<file path="src/rtl/fp_decompression.sv">
// Iterative float-to-linear expander: rebuilds D = (-1)^sign * (sig << exp)
// one left shift per clock, with valid/ready handshakes on both sides.
module fp_decompression #(
    parameter int EXP_W = 3,
    parameter int SIG_W = 4,
    parameter int OUT_W = 12
) (
    input  logic             clk,
    input  logic             rst_n,
    input  logic             in_valid,
    output logic             in_ready,
    input  logic             sign,
    input  logic [EXP_W-1:0] exp_in,
    input  logic [SIG_W-1:0] sig_in,
    output logic [OUT_W-1:0] D,
    output logic             out_valid,
    input  logic             out_ready
);

    typedef enum logic [1:0] {
        S_IDLE  = 2'd0,
        S_SHIFT = 2'd1,
        S_HOLD  = 2'd2
    } state_t;

    state_t             r_state;
    logic [OUT_W-2:0]   r_mag;
    logic [EXP_W-1:0]   r_count;
    logic               r_sign;
    logic [OUT_W-1:0]   r_d;
    logic               r_out_valid;
    logic [OUT_W-1:0]   w_mag_ext;

    assign w_mag_ext = {1'b0, r_mag};
    assign in_ready  = (r_state == S_IDLE);
    assign D         = r_d;
    assign out_valid = r_out_valid;

    always_ff @(posedge clk or negedge rst_n) begin
        if (!rst_n) begin
            r_state     <= S_IDLE;
            r_mag       <= '0;
            r_count     <= '0;
            r_sign      <= 1'b0;
            r_d         <= '0;
            r_out_valid <= 1'b0;
        end else begin
            case (r_state)
                S_IDLE: begin
                    if (in_valid) begin
                        r_mag   <= {{(OUT_W-1-SIG_W){1'b0}}, sig_in};
                        r_count <= exp_in;
                        r_sign  <= sign;
                        r_state <= S_SHIFT;
                    end
                end
                S_SHIFT: begin
                    if (r_count != '0) begin
                        r_mag   <= r_mag << 1;
                        r_count <= r_count - EXP_W'(1);
                    end else begin
                        // Negating a zero magnitude yields zero, so -0 maps to 0.
                        r_d         <= r_sign ? (OUT_W'(0) - w_mag_ext) : w_mag_ext;
                        r_out_valid <= 1'b1;
                        r_state     <= S_HOLD;
                    end
                end
                S_HOLD: begin
                    if (out_ready) begin
                        r_out_valid <= 1'b0;
                        r_state     <= S_IDLE;
                    end
                end
                default: begin
                    r_out_valid <= 1'b0;
                    r_state     <= S_IDLE;
                end
            endcase
        end
    end

endmodule

</file>
<file path="config.mk">
export PLATFORM = sky130hd
export DESIGN_NAME = fp_decompression
export DESIGN_NICKNAME = d
export VERILOG_FILES = /design/src/rtl/fp_decompression.sv
export SDC_FILE = /design/constraint.sdc
export NUM_CORES = 1
export LEC_CHECK = 0
export ABC_AREA = 1
export CAP_MARGIN = 0
export CORE_MARGIN = 10
export CORE_UTILIZATION = 40
export DETAILED_ROUTE_END_ITERATION = 7
export SYNTH_ARGS = -nofsm -noshare
export SYNTH_HDL_FRONTEND = slang
export SYNTH_SLANG_ARGS = --single-unit
</file>
<file path="constraint.sdc">
create_clock -name clk -period 1.9 [get_ports clk]
set_input_delay 0.285 -clock clk [delete_from_list [all_inputs] [get_ports clk]]
set_output_delay 0.285 -clock clk [all_outputs]
set_load 0.02 [all_outputs]
</file>
==> flow_metrics.tcl, run 1 <==
set metrics [dict create \
    final_core_util_pct 51.8 \
    path_cells "clkdlybuf4s50_1" \
    cts_setup_buffers 0 \
    drive_gt1_share_pct 12.0 \
    wl_per_cell_um 11.9 \
    cts_hold_buf 0 \
    coreArea_um2 3690 \
    routed_via_density 4.79 \
    power_density_nw_per_um2 1830 \
    routed_wl_um 3070 \
    synthTopCellsByArea "dfrtp_1 (49%), nand2_1 (12%), nand3_1 (5.2%)" \
    syn_avg_cell_area_um2 8.56 \
    cts.path.max_buffers 2 \
    slew_headroom_pct 75.6 \
    worst-path-buf-inv 1 \
    outcome "finished, final reports clean" \
    final_max_slew_viol_count 0 \
    finalNetCount 224 \
    worst_setup_path_end_kind "output pin" \
    netlist_area_um2 1530 \
    num_antenna_cells 0 \
    htree_levels 2 \
    cts_tree "done" \
    hold_violations 0 \
    total_power_uw 3500 \
    period_minus_slack_ps 1510 \
    die_y_um 81.9 \
    cp-start-kind "flip-flop" \
    clockPowerShare_pct 13.0 \
    hpwl_um 2420 \
    drt_iter0_drc 67 \
    cts_num_sinks 30 \
    cts_buffers 5 \
    synth_nets 194 \
    reg2reg_from "r_count[0]" \
    gr-total-overflow 0 \
    p_leak_uw 0.000907 \
    switching_share_pct 44.7 \
    maxCapViolations 0 \
    finalSetupTns_ps 0 \
    die_x_um 81.9 \
    fin_ws_ps 389 \
    vias 1231 \
    path_delay_family "buffers and inverters" \
    cts-root-buf "clkbuf_8" \
    fin_skew_ps 3.45 \
    grt_first_pass_wirelength_um 5350 \
    worstHoldPathType "in2async" \
    worst_slew_pin_slew_ps 365 \
    num_rows 22 \
    grt_pass1_vias 1205 \
    comb_power_share_pct 54.9 \
    r2r_slack_ps 390 \
    crit_required_ps 1620 \
    synth-seq-area-share_pct 49.0 \
    io_buffer_count 25 \
    path_class "reg2out" \
    cts_resized 0 \
    crit_slowest_cell "clkdlybuf4s50_1" \
    grt_max_degree 31 \
    floorplan.initialDensity_pct 41.6 \
    drc 0 \
    max-vdd-ir-drop_uv 719 \
    power.switching_uw 1560 \
    clkLatencyLatePin_ps 270 \
    post_synth_num_cell_types 24 \
    synthCells 179 \
    area_growth_pct 24.6 \
    cp.depth 1 \
    rr_worst_depth 7 \
    place_congestion 0.762 \
    finalCritPeriodShare_pct 79.5 \
    rsz0062_at_grt "false" \
    die_area_um2 6710 \
    fmax_ghz 0.662 \
    seqPwrFrac_pct 32.1 \
    final_common_cell "nand2_1" \
    yosysTopAreaCell "dfrtp_1" \
    ys_ff_latch 30 \
    ant_nets 0 \
    synth_top_area_share_pct 49.0 \
    rr_endpoint "r_mag[9]" \
    critPathMaxFanout 2 \
    hold-worst-slack_ps 397 \
    mostFrequentLayoutCells "nand2_1 (47), dfrtp_1 (30), clkdlybuf4s50_1 (24), inv_1 (19), nand3_1 (16)" \
    critPathMaxStageDelay_ps 610 \
    grt_usage_pct 10.2 \
    clk_pin_slew_ps 60 \
    crit_arrival_ps 1230 \
    antenna_found_initial 0 \
    setup_viol 0 \
    post-place-ws_ps 336 \
    io_pins 26 \
    drt_pass1_iterations 4 \
    synth.yosys.warnings 0 \
    intPower_uw 1940 \
]
power by group through the flow:
stage / combinational (µW) / clock, µW / sequential (µW)
final: 1920 / 454 / 1120
after global routing: 2180 / 508 / 1160
after CTS: 1960 / 474 / 1120
after detailed placement: 1950 / 0 / 1130
after global placement: 1920 / 0 / 1120
after floorplan: 1290 / 0 / 1240
Yosys cell counts, drive strengths merged:
| cell | count |
|---|---|
| nand3 | 20 |
| ha | 3 |
| inv | 22 |
| a21oi | 2 |
| buf | 6 |
| o211ai | 5 |
| nand2 | 48 |
| dfrtp | 30 |
| xor2 | 3 |
| nor2 | 10 |
| o21ai | 27 |
| nand4 | 1 |
| nor3 | 1 |
| nand3b | 1 |
worst max-delay path by stage:
stage	to	slack (ps)	startpoint
5_1_grt	r_mag[9]	250	r_count[0]
3_5_place_dp	in_ready	340	r_state[1]
4_1_cts	in_ready	40	r_state[1]
3_3_place_gp	in_ready	360	r_state[1]
2_1_floorplan	r_count[1]	500	r_count[0]
6_report	D[10]	390	D[10]
cell families (layout without fill, tap and decap cells):
logic type,count (synthesis),in the layout,synth area share (%)
AOI/OAI and AO/OA,34,34,13.9
buffers and inverters,28,58,8.33
xor gates and xnor gates,3,3,1.71
adders and majority gates,3,3,2.45
and+or+nand+nor,81,81,24.7
DFF,30,30,49.0
layout make-up:
class	count	area, µm²
Clock buffer	7	76.3
Fill cell	364	1780
Inverter	22	85.1
Multi-Input combinational cell	121	654
Sequential cell	30	751
Tap cell	48	60.1
Timing Repair Buffer	29	283
layer usage:
metal	routed length, µm	up-vias	share of wire, %	global-route usage, %
li1	-	638	-	-
met1	1410	569	46	11.6
met2	1450	19	47	16.9
met3	168	5	5.5	4.15
met4	42	0	1.4	3.57
met5	0	-	0	0
sequential cells by signal, indices dropped and copies added, names as in the netlist:
name	count
r_sign	1
out_valid	1
r_state	2
r_count	3
r_mag	11
D	12
through the flow:
step	cell area, µm²	cells
6_report	1910	257
5_1_grt	1910	257
4_1_cts	1910	257
3_5_place_dp	1830	250
3_3_place_gp	1830	250
2_1_floorplan	1530	179
Note: power is estimated with default switching activity, not from simulation.
==> inputs of run 2 (changes only) <==
Settings changed: PLACE_DENSITY set to 0.65.
Clock period 1.9 ns to 1.3 ns, I/O delays scaled along.
==> flow_metrics.tcl, run 2 (synthesis results as in run 1) <==
set metrics [dict create \
    outcome "finished, violations left" \
    violations "setup timing" \
    crit_arrival_ps 1610 \
    slew_headroom_pct 83.9 \
    htree_levels 2 \
    period_minus_slack_ps 1410 \
    post-place-ws_ps -93.7 \
    grt_usage_pct 11.8 \
    mostFrequentLayoutCells "nand2_1 (43), dfrtp_1 (27), inv_1 (14), o21ai_1 (14)" \
    worst_setup_path_end_kind "flip-flop" \
    place_congestion 0.761 \
    cp-start-kind "flip-flop" \
    clk_pin_slew_ps 60 \
    final_common_cell "nand2_1" \
    die_y_um 81.9 \
    path_common_cell "buf_12" \
    coreArea_um2 3690 \
    finalNetCount 241 \
    final_max_slew_viol_count 0 \
    worst-path-buf-inv 3 \
    drt_pass1_iterations 4 \
    die_area_um2 6710 \
    drc 0 \
    path_cells "buf_12 -> nor2_8 -> inv_4 -> o21ai_4 -> buf_12 -> o211ai_1 -> o21ai_1" \
    drive_gt1_share_pct 30.8 \
    drt_iter0_drc 91 \
    met2_wirelength_um 1760 \
    antenna_found_initial 0 \
    num_rows 22 \
    num_antenna_cells 0 \
    critPathMaxFanout 20 \
    rsz0062_at_grt "true" \
    area_growth_pct 43.9 \
    r2r_slack_ps -110 \
    final_core_util_pct 59.8 \
    vias 1367 \
    fin_skew_ps 2.88 \
    intPower_uw 3400 \
    grt_pass1_vias 1348 \
    crit_slowest_cell "dfrtp_2" \
    grt_first_pass_wirelength_um 6070 \
    io_buffer_count 25 \
    critPathMaxStageDelay_ps 450 \
    rr_worst_depth 7 \
    hpwl_um 2630 \
    grt_max_degree 31 \
    comb_power_share_pct 61.1 \
    worst_slew_pin_slew_ps 239 \
    clockPowerShare_pct 12.3 \
    routed_via_density 4.97 \
    clkLatencyLatePin_ps 280 \
    floorplan.initialDensity_pct 41.6 \
    fin_ws_ps -108 \
    finalCritPeriodShare_pct 108 \
    die_x_um 81.9 \
    cts_num_sinks 30 \
    cts_hold_buf 0 \
    cts.path.max_buffers 2 \
    seqPwrFrac_pct 26.6 \
    rr_endpoint "r_mag[1]" \
    power_density_nw_per_um2 2800 \
    dr_wl_met3_um 224 \
    setup_viol 25 \
    hold_violations 0 \
    routed_wl_um 3670 \
    worstHoldPathType "in2async" \
    ant_nets 0 \
    gr-total-overflow 0 \
    wl_met1_um 1530 \
    crit_required_ps 1500 \
    p_leak_uw 0.00106 \
    max-vdd-ir-drop_uv 1750 \
    wl_per_cell_um 13.4 \
    power.switching_uw 2790 \
    maxCapViolations 0 \
    io_pins 26 \
    cts_buffers 5 \
    fmax_ghz 0.710 \
    largest_reg_flops 12 \
    path_delay_family "flip-flops" \
    highest_layer "met4" \
    cts-root-buf "clkbuf_8" \
    path_class "reg2reg" \
    cts_tree "done" \
    switching_share_pct 45.1 \
    reg2reg_from "r_state[1]" \
]
run 2: cell types whose count changed in the layout (fill, tap and decap cells not counted), sizes merged:
cell / previous run / this run
buf: 4 / 22
clkdlybuf4s50: 24 / 11
dlygate4sd2: 0 / 13
clkinv: 0 / 1
dlymetal6s2s: 1 / 0
run 2: cell type report:
class	count	area, µm²
clock buffer	7	86.3
sequential	30	754
inverter	22	87.6
clock inverter	1	5.00
multi-input combinational	121	766
timing repair buffer	46	447
fill	334	1480
tap	48	60.1
run 2: worst max-delay path by stage:
stage               start       end  slack [ps]  cells after the start
6_report       r_state[1]  r_mag[1]        -110                      7
3_3_place_gp   r_state[1]  in_ready         -40                      2
5_1_grt        r_count[0]  r_mag[1]        -160                      7
3_5_place_dp     r_mag[1]     D[10]         -90                      9
4_1_cts        r_count[0]  r_mag[2]         -70                      7
2_1_floorplan  r_state[1]  r_mag[4]          10                      6
run 2: timing repair:
action	4_1_cts	5_1_grt
pin swaps	8	11
setup endpoints to repair	37	26
resized for setup	30	25
buffers inserted	1	2
run 2: per-stage QoR:
step / total power [µW] / hold WS, ps / area [µm²] / instances / TNS (ps)
final: 6180 / 271 / 2210 / 275 / -740
after global routing: 6680 / 286 / 2210 / 275 / -2770
after CTS: 5950 / 273 / 2140 / 273 / -424
after detailed placement: 5120 / 469 / 2010 / 264 / -645
after global placement: 4970 / 462 / 2010 / 264 / -123
after floorplan: 3830 / -101 / 1570 / 179 / 0
run 2: power by group through the flow:
stage / Sequential, µW / Clock [µW] / Combinational [µW]
2_1_floorplan: 1830 / 0 / 2000
4_1_cts: 1630 / 780 / 3540
6_report: 1650 / 759 / 3780
3_3_place_gp: 1610 / 0 / 3360
3_5_place_dp: 1640 / 0 / 3490
5_1_grt: 1700 / 827 / 4150
run 2: routing by layer:
metal	global-route usage, %	up-vias
li1	-	677
met1	13.6	635
met3	4.04	15
met2	17.9	40
met4	8.33	0
met5	0	-
==> inputs of run 3 (changes only) <==
Settings changed: CORE_ASPECT_RATIO set to 1.25, CORE_UTILIZATION 40 to 30, PLACE_DENSITY 0.65 to not set, TNS_END_PERCENT set to 5.
==> flow_metrics.tcl, run 3 (synthesis results as in run 1) <==
set metrics [dict create \
    cts_num_sinks 30 \
    grt_max_degree 31 \
    path_class "reg2reg" \
    worst_slew_pin_slew_ps 357 \
    crit_arrival_ps 1530 \
    crit_required_ps 1510 \
    htree_levels 2 \
    die_area_um2 8390 \
    gr-usage-met1_pct 9.38 \
    n_fill_cell 517 \
    mostFrequentLayoutCells "nand2_1 (45), dfrtp_1 (28), inv_1 (15), buf_4 (15), o21ai_1 (14)" \
    num_rows 29 \
    drc 0 \
    routed_wl_um 3350 \
    drive_gt1_share_pct 26.8 \
    cts_hold_buf 0 \
    setup_viol 8 \
    rsz0062_at_grt "true" \
    cts-root-buf "clkbuf_8" \
    grt_usage_pct 8.48 \
    grt_util_met2_pct 14.2 \
    die_y_um 99.9 \
    clkLatencyLatePin_ps 280 \
    num_antenna_cells 0 \
    p_leak_uw 0.00102 \
    grt-busiest-layer "met2" \
    die_x_um 83.9 \
    period_minus_slack_ps 1320 \
    met3_usage_pct 2.76 \
    hold_violations 0 \
    ant_nets 0 \
    io_buffer_count 25 \
    fmax_ghz 0.758 \
    clk_pin_slew_ps 60 \
    grt_pass1_vias 1358 \
    cts.path.max_buffers 2 \
    final_common_cell "nand2_1" \
    worst_setup_path_end_kind "flip-flop" \
    place_congestion 0.815 \
    hpwl_um 2590 \
    io_pins 26 \
    drt_iter0_drc 79 \
    largest_reg_flops 12 \
    layoutNonFillerInstCount 286 \
    finalNetCount 238 \
    area_growth_pct 38.9 \
    gr-total-overflow 0 \
    max-vdd-ir-drop_uv 1050 \
    critPathMaxFanout 21 \
    maxCapViolations 0 \
    floorplan.initialDensity_pct 30.6 \
    cp-start-kind "flip-flop" \
    wl_per_cell_um 11.7 \
    finalCritPeriodShare_pct 102 \
    outcome "finished, violations left" \
    antenna_found_initial 0 \
    cts_buffers 5 \
    grt_first_pass_wirelength_um 6020 \
    worstHoldPathType "in2async" \
    fin_skew_ps 6.89 \
    vias 1288 \
    coreArea_um2 5010 \
    drt_pass1_iterations 4 \
    regArea_um2 753 \
    post-place-cells 278 \
    hold-worst-slack_ps 269 \
    slew_headroom_pct 76.2 \
    cts_tree "done" \
    fin_ws_ps -19.8 \
    power_density_nw_per_um2 2710 \
    violations "setup timing" \
    routed_via_density 4.50 \
    final_max_slew_viol_count 0 \
    multi_input_area_um2 728 \
]
==> run 3: changes by cell type in the layout (fill, tap and decap cells not counted), sizes merged <==
cell / before / now
buf: 22 / 19
==> run 3: metal layers <==
layer | vias up | wire (µm)
met4 | 0 | 75
met3 | 5 | 202
met2 | 23 | 1660
li1 | 674 | -
met1 | 586 | 1410
met5 | - | 0
==> run 3: what timing repair did <==
| action | 4_1_cts | 5_1_grt |
|---|---|---|
| resized for setup | 24 | 13 |
| buffers inserted | 0 | 0 |
| endpoints found under the setup margin | 32 | 27 |
| pin swaps | 1 | 0 |
| endpoints found under the hold margin | 0 | 0 |
==> run 3: final cells by class <==
cell class / instances / area share [%]
Clock buffer: 7 / 4.06
Clock inverter: 1 / 0.235
Inverter: 22 / 4.00
Multi-Input combinational cell: 121 / 34.2
Sequential cell: 30 / 35.4
Tap cell: 62 / 3.64
Timing Repair Buffer: 43 / 18.5
==> run 3: final timing paths <==
path | from | endpoint | slack (ps) | cells after the start
max | r_count[0] | r_mag[2] | -20 | 7
min | rst_n | r_state[1] | 270 | 2
max reg2reg | r_count[0] | r_mag[2] | -20 | 7
min reg2reg | D[5] | D[5] | 470 | 2
max in group asynchronous | rst_n | r_mag[2] | 860 | 2
min in group clk | D[5] | D[5] | 470 | 2
==> run 3: critical path: stages, from the launching register on <==
cell and delay [ps]:
dfrtp_1 360, inv_2 60, ha_4 160, ha_4 160, o21ai_4 150, buf_12 180
o211ai_1 90, o21ai_1 80
==> run 3: metrics by stage <==
step | setup TNS [ps] | power [µW] | worst slack [ps] | cell area [µm²] | utilization, %
after global routing | -1910 | 6350 | -130 | 2130 | 42.5
after CTS | -271 | 5760 | -37.5 | 2100 | 42.0
final | -103 | 5780 | -19.8 | 2130 | 42.5
after detailed placement | -406 | 5060 | -68.8 | 2010 | 40.2
after floorplan | 0 | 3830 | 10.0 | 1570 | -
after global placement | -116 | 4980 | -65.5 | 2010 | 40.2
==> run 3: power by group <==
| group | internal, µW | total [µW] | switching (µW) |
|---|---|---|---|
| Clock | 426 | 764 | 338 |
| Combinational | 1430 | 3360 | 1930 |
| Sequential | 1340 | 1650 | 306 |
| Total | 3200 | 5780 | 2580 |
